--- src/rtl/sw_pkg.sv ---
// Shared definitions for the Smith-Waterman affine-gap PE: traceback codes,
// control states and the saturating score arithmetic.
package sw_pkg;

    localparam logic [1:0] TB_STOP = 2'b00;
    localparam logic [1:0] TB_DIAG = 2'b01;
    localparam logic [1:0] TB_UP   = 2'b10;
    localparam logic [1:0] TB_LEFT = 2'b11;

    typedef enum logic [1:0] {
        ST_IDLE  = 2'b00,
        ST_READY = 2'b01,
        ST_RUN   = 2'b10
    } pe_state_e;

    // Scores up to this width are supported; narrower scores are zero-extended.
    localparam int SAT_MAX_W = 32;
    typedef logic [SAT_MAX_W-1:0] sat_word_t;

    // a +/- b clamped to [0, 2^w-1]; one extra bit carries the overflow/borrow.
    function automatic sat_word_t sat_addsub(input sat_word_t a, input sat_word_t b,
                                             input logic sub, input int unsigned w);
        logic [SAT_MAX_W:0] res_s;
        logic [SAT_MAX_W:0] lim_s;
        lim_s = {1'b0, {SAT_MAX_W{1'b1}}} >> (SAT_MAX_W - w);
        if (sub) begin
            res_s = {1'b0, a} - {1'b0, b};
            res_s = res_s[SAT_MAX_W] ? {(SAT_MAX_W+1){1'b0}} : res_s;
        end else begin
            res_s = {1'b0, a} + {1'b0, b};
            res_s = (res_s > lim_s) ? lim_s : res_s;
        end
        return res_s[SAT_MAX_W-1:0];
    endfunction

endpackage

--- src/rtl/sw_score_cell.sv ---
// Combinational affine-gap cell: substitution, E/F gap scores, H and the
// traceback direction for one matrix cell.
module sw_score_cell
    import sw_pkg::*;
#(
    parameter int unsigned W        = 16,
    parameter int unsigned CW       = 3,
    parameter int unsigned MATCH    = 2,
    parameter int unsigned MISMATCH = 1,
    parameter int unsigned GAP_OPEN = 2,
    parameter int unsigned GAP_EXT  = 1
) (
    input  logic [CW-1:0] s_char,
    input  logic [CW-1:0] t_char,
    input  logic [W-1:0]  h_diag,
    input  logic [W-1:0]  h_left,
    input  logic [W-1:0]  e_prev,
    input  logic [W-1:0]  v_in,
    input  logic [W-1:0]  f_in,
    output logic [W-1:0]  e_new,
    output logic [W-1:0]  f_new,
    output logic [W-1:0]  h_new,
    output logic [1:0]    tb_code
);

    logic [W-1:0] ediag_s;
    logic [W-1:0] e_open_s;
    logic [W-1:0] e_ext_s;
    logic [W-1:0] f_open_s;
    logic [W-1:0] f_ext_s;

    // Candidate scores; H never drops below 0 because all scores are unsigned.
    always_comb begin
        ediag_s  = (s_char == t_char)
                 ? W'(sat_addsub(sat_word_t'(h_diag), sat_word_t'(MATCH), 1'b0, W))
                 : W'(sat_addsub(sat_word_t'(h_diag), sat_word_t'(MISMATCH), 1'b1, W));
        e_open_s = W'(sat_addsub(sat_word_t'(h_left), sat_word_t'(GAP_OPEN), 1'b1, W));
        e_ext_s  = W'(sat_addsub(sat_word_t'(e_prev), sat_word_t'(GAP_EXT), 1'b1, W));
        f_open_s = W'(sat_addsub(sat_word_t'(v_in), sat_word_t'(GAP_OPEN), 1'b1, W));
        f_ext_s  = W'(sat_addsub(sat_word_t'(f_in), sat_word_t'(GAP_EXT), 1'b1, W));
        e_new    = (e_open_s >= e_ext_s) ? e_open_s : e_ext_s;
        f_new    = (f_open_s >= f_ext_s) ? f_open_s : f_ext_s;
        h_new    = ediag_s;
        if (f_new > h_new) begin
            h_new = f_new;
        end else begin
            h_new = h_new;
        end
        if (e_new > h_new) begin
            h_new = e_new;
        end else begin
            h_new = h_new;
        end
    end

    // Traceback priority on ties: diagonal, then up (F), then left (E).
    always_comb begin
        if (h_new == {W{1'b0}}) begin
            tb_code = TB_STOP;
        end else if (h_new == ediag_s) begin
            tb_code = TB_DIAG;
        end else if (h_new == f_new) begin
            tb_code = TB_UP;
        end else begin
            tb_code = TB_LEFT;
        end
    end

endmodule

--- src/rtl/sw_pe_affine.sv ---
// Smith-Waterman affine-gap systolic PE: one query character per PE, streams
// target characters, tracks the running best score and its column.
module sw_pe_affine
    import sw_pkg::*;
#(
    parameter int unsigned W        = 16,
    parameter int unsigned CW       = 3,
    parameter int unsigned CNT_W    = 10,
    parameter int unsigned MATCH    = 2,
    parameter int unsigned MISMATCH = 1,
    parameter int unsigned GAP_OPEN = 2,
    parameter int unsigned GAP_EXT  = 1
) (
    input  logic             clk,
    input  logic             reset_ni,
    input  logic             load_i,
    input  logic [CW-1:0]    s_i,
    output logic [CW-1:0]    s_o,
    input  logic [CW-1:0]    t_i,
    output logic [CW-1:0]    t_o,
    input  logic             t_valid_i,
    output logic             t_valid_o,
    input  logic             t_last_i,
    output logic             t_last_o,
    input  logic [W-1:0]     v_i,
    output logic [W-1:0]     v_o,
    input  logic [W-1:0]     f_i,
    output logic [W-1:0]     f_o,
    input  logic [W-1:0]     max_i,
    output logic [W-1:0]     max_o,
    input  logic [CNT_W-1:0] pos_i,
    output logic [CNT_W-1:0] pos_o,
    output logic [1:0]       tb_o,
    output logic             tb_valid_o
);

    localparam logic [CNT_W-1:0] COL_MAX = {CNT_W{1'b1}};

    pe_state_e        state_r, state_nxt_s;
    logic [CW-1:0]    s_reg_r;
    logic [W-1:0]     h_left_r, e_r, h_diag_r, best_r;
    logic [CNT_W-1:0] col_r, best_pos_r;

    logic             beat_s, start_s, load_ok_s;
    logic [W-1:0]     h_left_s, e_prev_s, h_diag_s, best_s;
    logic [CNT_W-1:0] col_s, best_pos_s;
    logic [W-1:0]     e_new_s, f_new_s, h_new_s;
    logic [1:0]       tb_new_s;
    logic [W-1:0]     best_nxt_s, max_nxt_s;
    logic [CNT_W-1:0] best_pos_nxt_s, pos_nxt_s, col_nxt_s;

    // A run's first beat sees cleared row state instead of the previous run's.
    always_comb begin
        beat_s     = t_valid_i && (state_r != ST_IDLE);
        start_s    = (state_r == ST_READY);
        load_ok_s  = load_i && (state_r != ST_RUN);
        h_left_s   = start_s ? {W{1'b0}} : h_left_r;
        e_prev_s   = start_s ? {W{1'b0}} : e_r;
        h_diag_s   = start_s ? {W{1'b0}} : h_diag_r;
        best_s     = start_s ? {W{1'b0}} : best_r;
        col_s      = start_s ? {CNT_W{1'b0}} : col_r;
        best_pos_s = start_s ? {CNT_W{1'b0}} : best_pos_r;
    end

    sw_score_cell #(
        .W(W), .CW(CW), .MATCH(MATCH), .MISMATCH(MISMATCH),
        .GAP_OPEN(GAP_OPEN), .GAP_EXT(GAP_EXT)
    ) u_cell (
        .s_char (s_reg_r),
        .t_char (t_i),
        .h_diag (h_diag_s),
        .h_left (h_left_s),
        .e_prev (e_prev_s),
        .v_in   (v_i),
        .f_in   (f_i),
        .e_new  (e_new_s),
        .f_new  (f_new_s),
        .h_new  (h_new_s),
        .tb_code(tb_new_s)
    );

    // Local best keeps the first column reaching it; upstream wins ties.
    always_comb begin
        if (h_new_s > best_s) begin
            best_nxt_s     = h_new_s;
            best_pos_nxt_s = col_s;
        end else begin
            best_nxt_s     = best_s;
            best_pos_nxt_s = best_pos_s;
        end
        if ((max_i >= h_new_s) && (max_i >= best_nxt_s)) begin
            max_nxt_s = max_i;
            pos_nxt_s = pos_i;
        end else begin
            max_nxt_s = best_nxt_s;
            pos_nxt_s = best_pos_nxt_s;
        end
        col_nxt_s = (col_s == COL_MAX) ? col_s : col_s + {{(CNT_W-1){1'b0}}, 1'b1};
    end

    // Control FSM next state.
    always_comb begin
        state_nxt_s = state_r;
        case (state_r)
            ST_IDLE:  state_nxt_s = load_i ? ST_READY : ST_IDLE;
            ST_READY: state_nxt_s = (t_valid_i && !t_last_i) ? ST_RUN : ST_READY;
            ST_RUN:   state_nxt_s = (t_valid_i && t_last_i) ? ST_READY : ST_RUN;
            default:  state_nxt_s = ST_IDLE;
        endcase
    end

    // State, row registers and outputs; an IDLE PE forwards its inputs.
    always_ff @(posedge clk or negedge reset_ni) begin
        if (!reset_ni) begin
            state_r    <= ST_IDLE;
            s_reg_r    <= '0;
            h_left_r   <= '0;
            e_r        <= '0;
            h_diag_r   <= '0;
            col_r      <= '0;
            best_r     <= '0;
            best_pos_r <= '0;
            s_o        <= '0;
            t_o        <= '0;
            t_valid_o  <= 1'b0;
            t_last_o   <= 1'b0;
            v_o        <= '0;
            f_o        <= '0;
            max_o      <= '0;
            pos_o      <= '0;
            tb_o       <= 2'b00;
            tb_valid_o <= 1'b0;
        end else begin
            state_r    <= state_nxt_s;
            t_o        <= t_i;
            t_valid_o  <= t_valid_i;
            t_last_o   <= t_last_i;
            tb_valid_o <= beat_s;
            if (load_ok_s) begin
                s_o     <= s_reg_r;
                s_reg_r <= s_i;
            end
            if (beat_s) begin
                h_left_r   <= h_new_s;
                e_r        <= e_new_s;
                h_diag_r   <= v_i;
                col_r      <= col_nxt_s;
                best_r     <= best_nxt_s;
                best_pos_r <= best_pos_nxt_s;
                v_o        <= h_new_s;
                f_o        <= f_new_s;
                max_o      <= max_nxt_s;
                pos_o      <= pos_nxt_s;
                tb_o       <= tb_new_s;
            end else if (t_valid_i) begin
                v_o   <= v_i;
                f_o   <= f_i;
                max_o <= max_i;
                pos_o <= pos_i;
            end
        end
    end

endmodule

--- config.mk ---
export PLATFORM = sky130hd
export DESIGN_NAME = sw_pe_affine
export DESIGN_NICKNAME = d
export VERILOG_FILES = /design/src/rtl/sw_pkg.sv /design/src/rtl/sw_score_cell.sv /design/src/rtl/sw_pe_affine.sv
export SDC_FILE = /design/constraint.sdc
export NUM_CORES = 1
export LEC_CHECK = 0
export ABC_CLOCK_PERIOD_IN_PS = 15960
export BUFFER_PORTS_ARGS = -buffer_cell sky130_fd_sc_hd__buf_2
export CELL_PAD_IN_SITES_DETAIL_PLACEMENT = 1
export CELL_PAD_IN_SITES_GLOBAL_PLACEMENT = 1
export CORE_ASPECT_RATIO = 1.1
export CORE_UTILIZATION = 45
export CTS_CLUSTER_SIZE = 30
export DETAILED_ROUTE_END_ITERATION = 6
export PLACE_DENSITY = 0.82
export SLEW_MARGIN = 10
export SYNTH_ARGS = -nofsm -noshare
export SYNTH_HDL_FRONTEND = slang
export SYNTH_HIERARCHICAL = 1
export SYNTH_SLANG_ARGS = --single-unit
export TNS_END_PERCENT = 10
--- constraint.sdc ---
create_clock -name clk -period 15.96 [get_ports clk]
set_clock_uncertainty 0.2 [all_clocks]
set_input_delay 0.798 -clock clk [delete_from_list [all_inputs] [get_ports clk]]
set_output_delay 0.798 -clock clk [all_outputs]
set_load 0.01 [all_outputs]
## After elaboration in Yosys (flattened, before gate mapping)

Index checks and enable logic that the tools add are counted.

| storage, ports and cells | value |
|---|---|
| bits in registers | 158 |
| memories | 0 |
| latch bits | 0 |
| bits in writable memories | 0 |
| memory bits (read-only) | 0 |
| input port bits | 69 |
| output and inout port bits | 69 |

| cells by class | value |
|---|---|
| $lt $le $gt $ge | 8 |
| equality and inequality tests | 7 |
| bitwise logic cells | 0 |
| div/mod/pow operators | 0 |
| $mul | 0 |
| $add $sub $neg | 7 |
| multiplexer cells | 37 |
| reductions and logical operators | 10 |
| shifts and indexed selects | 0 |

Operators with widths:

| cell | count |
|---|---|
| $mux W16 | 23 |
| $mux W10 | 7 |
| $ge A16 B16 Y1 | 4 |
| $sub A16 B1 Y17 const B | 3 |
| $gt A16 B16 Y1 | 3 |
| $sub A16 B2 Y17 const B | 2 |
| $eq A16 B16 Y1 | 2 |
| $add A16 B2 Y17 const B | 1 |
| $gt A17 B16 Y1 const B | 1 |
| $logic_not A16 Y1 | 1 |
| $add A10 B1 Y10 const B | 1 |
| $eq A10 B10 Y1 const B | 1 |
| $mux W2 | 4 |
| $pmux W2 S3 | 1 |
| $logic_and A1 B1 Y1 | 5 |
| $reduce_bool A2 Y1 | 2 |
| $eq A3 B3 Y1 | 1 |
| $eq A2 B1 Y1 const B | 1 |
| $eq A2 B2 Y1 const B | 1 |
| $logic_not A2 Y1 | 1 |
| $mux W1 | 2 |
| $ne A2 B2 Y1 const B | 1 |
| $logic_not A1 Y1 | 1 |

## Longest topological paths before layout

| logic depth | value |
|---|---|
| depth after elaboration | 16 |
| gate-level depth with buffers | 49 |
| depth with buffers taken out | 44 |

## Hierarchy

The synthesis kept the hierarchy.

By module, submodules not included:

| module | cells each | area an instance (µm²) | times used |
|---|---|---|---|
| sw_pe_affine | 878 | 8390.5 | 1 |
| sw_score_cell | 845 | 5711.7 | 1 |

## Worst setup path before layout

No wires, ideal clock.

| timing | value |
|---|---|
| path kind | input port to flip-flop |
| start point | in f_i[0] |
| end point | reg pos_o[0] |
| data required time | 15659 ps |
| arrival | 11905 ps |
| buffers on the path | 6 |
| setup slack | 3755 ps |
| stages on the path | 48 |
| library setup time | 101 ps |
| cell sequence | inv_1 -> ha_1 -> or3b_2 -> nor3_1 -> nand4_1 -> and2_1 -> ha_1 -> nor2_1 -> a21oi_1 -> o41a_1 -> o21ai_0 -> clkbuf_1 -> nand3_1 -> nand2_1 -> inv_1 -> ha_1 -> nand4_1 -> nor4_1 -> (+12 left out) -> clkbuf_1 -> mux2_2 -> ha_1 -> nand4_1 -> or3_4 -> or3_4 -> o31ai_4 -> buf_12 -> mux2i_1 -> inv_1 -> ha_1 -> nand2b_1 -> a2111o_1 -> a31oi_1 -> nand4_1 -> and2_1 -> buf_4 -> o32ai_1 |

| between the ends | value |
|---|---|
| longest elaborated chain between the ends | 14 |
| elaborated cells on any way between the ends | 16 |

RTL lines:

| item | RTL line | text |
|---|---|---|
| start: declaration | sw_pe_affine.sv:27 | `input logic [W-1:0] f_i,` |
| $sub A16 B1 Y17 (*) | sw_pkg.sv:27 | `res_s = {1'b0, a} - {1'b0, b};` |
| $mux W16 (*) | sw_pkg.sv:28 | `res_s = res_s[SAT_MAX_W] ? {(SAT_MAX_W+1){1'b0}} : res_s;` |
| $ge A16 B16 Y1 | sw_score_cell.sv:42 | `f_new = (f_open_s >= f_ext_s) ? f_open_s : f_ext_s;` |
| $mux W16 (*) | sw_score_cell.sv:42 |  |
| net f_new_s[10] | sw_pe_affine.sv:47 | `logic [W-1:0] e_new_s, f_new_s, h_new_s;` |
| $gt A16 B16 Y1 | sw_score_cell.sv:44 | `if (f_new > h_new) begin` |
| $mux W16 (*) | sw_score_cell.sv:44 |  |
| $gt A16 B16 Y1 | sw_score_cell.sv:49 | `if (e_new > h_new) begin` |
| $mux W16 (*) | sw_score_cell.sv:49 |  |
| net h_new_s[14] | sw_pe_affine.sv:47 |  |
| $gt A16 B16 Y1 (*) | sw_pe_affine.sv:84 | `if (h_new_s > best_s) begin` |
| $mux W16 (*) | sw_pe_affine.sv:84 |  |
| net best_nxt_s[0] | sw_pe_affine.sv:49 | `logic [W-1:0] best_nxt_s, max_nxt_s;` |
| $ge A16 B16 Y1 (*) | sw_pe_affine.sv:91 | `if ((max_i >= h_new_s) && (max_i >= best_nxt_s)) begin` |
| $logic_and A1 B1 Y1 (*) | sw_pe_affine.sv:91 |  |
| $mux W10 (*) | sw_pe_affine.sv:91 |  |
| $mux W10 (*) | sw_pe_affine.sv:143 | `if (beat_s) begin` |
| end signal: assignment | sw_pe_affine.sv:153 | `pos_o <= pos_nxt_s;` |
| end signal: assignment | sw_pe_affine.sv:159 | `pos_o <= pos_i;` |
| end: declaration | sw_pe_affine.sv:32 | `output logic [CNT_W-1:0] pos_o,` |

The timed path passes the listed nets; every way through them passes the cells marked *.
A chain may end at the register's enable or synchronous reset.

## Worst setup path after layout

| timing | value |
|---|---|
| start point | in f_i[0] |
| end point | reg max_o[13] |

| between the ends | value |
|---|---|
| longest elaborated chain between the ends | 14 |
| elaborated cells on any way between the ends | 15 |

RTL lines:

| item | RTL line | text |
|---|---|---|
| $sub A16 B1 Y17 (*) | sw_pkg.sv:27 |  |
| $mux W16 (*) | sw_pkg.sv:28 |  |
| $ge A16 B16 Y1 | sw_score_cell.sv:42 |  |
| $mux W16 (*) | sw_score_cell.sv:42 |  |
| net f_new_s[10] | sw_pe_affine.sv:47 |  |
| $gt A16 B16 Y1 | sw_score_cell.sv:44 |  |
| $mux W16 (*) | sw_score_cell.sv:44 |  |
| $gt A16 B16 Y1 | sw_score_cell.sv:49 |  |
| $mux W16 (*) | sw_score_cell.sv:49 |  |
| net h_new_s[12] | sw_pe_affine.sv:47 |  |
| $gt A16 B16 Y1 (*) | sw_pe_affine.sv:84 |  |
| $mux W16 (*) | sw_pe_affine.sv:84 |  |
| net best_nxt_s[0] | sw_pe_affine.sv:49 |  |
| $ge A16 B16 Y1 (*) | sw_pe_affine.sv:91 |  |
| $logic_and A1 B1 Y1 (*) | sw_pe_affine.sv:91 |  |
| $mux W16 (*) | sw_pe_affine.sv:91 |  |
| $mux W16 (*) | sw_pe_affine.sv:143 |  |
| end signal: assignment | sw_pe_affine.sv:152 | `max_o <= max_nxt_s;` |
| end signal: assignment | sw_pe_affine.sv:158 | `max_o <= max_i;` |
| end: declaration | sw_pe_affine.sv:30 | `output logic [W-1:0] max_o,` |

Marks and branches as above.

==> flow_metrics.py <==
metrics = {
    "run_status": {
        "status": "finished clean",
    },
    "worst_setup_path": {
        "cp.arrival_ps": 14090,
        "crit_path_frequent_cell": "ha_1",
        "cp.required_ps": 16120,
        "cp_slowest_cell": "a41o_1",
        "slowest_delay_ps": 800,
        "crit_type": "primary input to flip-flop",
        "cp-end-kind": "flip-flop",
        "worstSetupStartpointType": "primary input",
        "crit_fanout": 28,
        "cp_num_buf_inv": 8,
        "cp_top_family": "simple AND/OR/NAND/NOR gates",
    },
    "placement": {
        "hpwl_microns": 39400,
        "routabilityCongestion": 0.974,
        "io_buffer_count": 137,
    },
    "clock_network": {
        "clockRootBuffer": "clkbuf_16",
        "cts_tree": "yes",
        "postCtsSetupRepairBufs": 0,
        "cts-htree-levels": 4,
        "numCtsBuffers": 17,
        "ctsResizeCount": 0,
        "clock-sinks": 158,
        "path_clk_slew_ps": 70,
        "holdBufCountCts": 0,
        "clk_path_buf_depth": 2,
        "insertion_delay_ps": 460,
    },
    "finish": {
        "layout_common_cells": "nand2_1 (246), dfrtp_1 (158), buf_2 (135)",
        "seq_area_sq_um": 3950,
        "layout-drive-gt1-share_pct": 14.8,
        "multiInputGateArea_sq_um": 9460,
        "fin_util_pct": 51.3,
        "nFillCells": 3798,
        "area_growth_pct": 11.6,
        "layout_commonest_cell": "nand2_1",
        "nNetsFinal": 2000,
    },
    "yosys": {
        "synth.distinct_cells": 92,
        "postSynthCellCount": 1723,
        "synth_xor_area_share_pct": 4.29,
        "avgSynthCellArea_sq_um": 8.18,
        "syn_area_sq_um": 14100,
        "seq_area_frac_synth_pct": 28.0,
        "yosysWarnings": 6,
        "yosys.area_share.simple_pct": 24.1,
        "synthMuxAreaShare_pct": 9.18,
        "synth_fa_ha_area_share_pct": 10.9,
        "synth-seq-cells": 158,
        "syn_nets": 1915,
        "async_flop_share_pct": 100,
        "synth_compound_area_share_pct": 18.4,
        "synth_top_family_by_area": "simple AND/OR/NAND/NOR gates",
        "synth_flop_cell": "dfrtp_1",
        "synth_edf_count": 0,
    },
    "grt": {
        "grt_start_max_net_pins": 110,
        "grt_pass1_wl_microns": 82200,
        "grt.overflow.total": 0,
        "antenna_found_initial": 2,
        "grtUsageTotal_pct": 33.3,
        "first_global_vias": 14572,
    },
    "floorplan": {
        "die_h_microns": 188,
        "num_io_pins": 138,
        "rows": 67,
        "core_region_area_sq_um": 30700,
        "die_x_microns": 171,
        "initial_core_util_pct": 46.0,
        "die-area_sq_um": 32100,
    },
    "sta": {
        "hold_viol_final": 0,
        "rsz0062_at_grt": "false",
        "slew_headroom_pct": 12.4,
        "setup_viol": 0,
        "setup_tns_ps": 0,
        "tightest_slew_ps": 1300,
        "min_period_over_period_pct": 87.3,
        "layout_min_cycle_time_ps": 13930,
        "maxSlewViolCount": 0,
        "fmax_mhz": 71.8,
    },
    "routing": {
        "viasPerCell": 6.26,
        "wl_microns": 52400,
        "drtIter0Drc": 1008,
        "drt_pass1_iterations": 5,
        "vias": 13987,
        "wl_per_cell_microns": 23.4,
        "drc": 0,
        "ant_nets": 0,
    },
    "worst_hold_path": {
        "min_path_type": "primary input to async pin",
    },
    "flow_run": {
        "drv_cap": 0,
    },
}
[cells by family after synthesis]
logic type,after synthesis
buf+inv,171
fa+ha+maj,123
simple gates,678
flops,158
xor+xnor,69
mux,124
compound gates,400
[cell type report]
type | instances | area share, %
Antenna cell | 1 | 0.0159
Clock buffer | 17 | 2.70
Clock inverter | 15 | 1.40
Inverter | 77 | 1.84
Multi-Input combinational cell | 1394 | 60.1
Sequential cell | 158 | 25.1
Tap cell | 414 | 3.29
Timing Repair Buffer | 160 | 5.51
[metrics by stage]
stage	cell area [sq um]	setup slack [ps]	hold WS [ps]	std cells
detailed placement	15100	2110	256	2203
CTS	15700	2500	260	2235
finish	15700	2030	227	2236
floorplan	14100	3750	237	1723
global placement	15100	2670	250	2203
global route	15700	1320	268	2235
[worst paths after layout]
path	from	end	slack, ps	cells past startpoint
setup reg to reg	state_r[1]	max_o[13]	2450	39
setup / recovery	f_i[0]	max_o[13]	2030	47
max in group asynchronous	reset_ni	best_r[3]	13920	2
hold / removal	reset_ni	e_r[11]	230	1
hold reg to reg	h_diag_r[15]	h_diag_r[15]	270	2
min in group clk	h_diag_r[15]	h_diag_r[15]	270	2
[sequential cells by signal (all words and copies together), names as in the netlist, 10 cells and up]
name	count
best_r	16
e_r	16
f_o	16
h_diag_r	16
h_left_r	16
max_o	16
v_o	16
best_pos_r	10
col_r	10
pos_o	10
[cells in the mapped netlist (8+ instances only)]
cell	instances	share of area [%]
xnor2_1	39	2.4
o211ai_1	22	1.2
nand4_1	43	1.9
a21o_1	22	1.2
a31oi_1	32	1.4
inv_1	76	2.0
nor4_1	23	1.0
clkbuf_1	67	1.8
and2_1	62	2.8
xor2_1	30	1.9
nand3_1	28	0.99
a21boi_0	10	0.53
and3_1	10	0.44
nor3_1	42	1.5
mux2_2	39	3.1
a21oi_1	123	4.4
ha_1	123	11
mux2i_1	84	6.0
nor2_1	110	2.9
or4_1	12	0.64
nand2_1	246	6.5
buf_1	9	0.24
a211oi_1	8	0.43
or2_2	9	0.40
o21a_1	12	0.64
o32ai_1	11	0.68
buf_2	10	0.35
or3_1	12	0.53
o21ai_0	80	2.8
nor2b_1	25	1.1
nand2b_1	18	0.80
dfrtp_1	158	28
[per-layer routing]
metal	track usage [%]	routed length (microns)	share of wire [%]	vias to the layer above
li1	-	-	-	6373
met1	41.2	22100	42	6960
met2	55.3	25000	48	490
met3	4.62	2530	4.8	164
met4	18.5	2800	5.3	0
met5	0	0	0	-
Power is not shown: default switching activity piles up to over one toggle a cycle in this logic, so the estimate is an artifact.
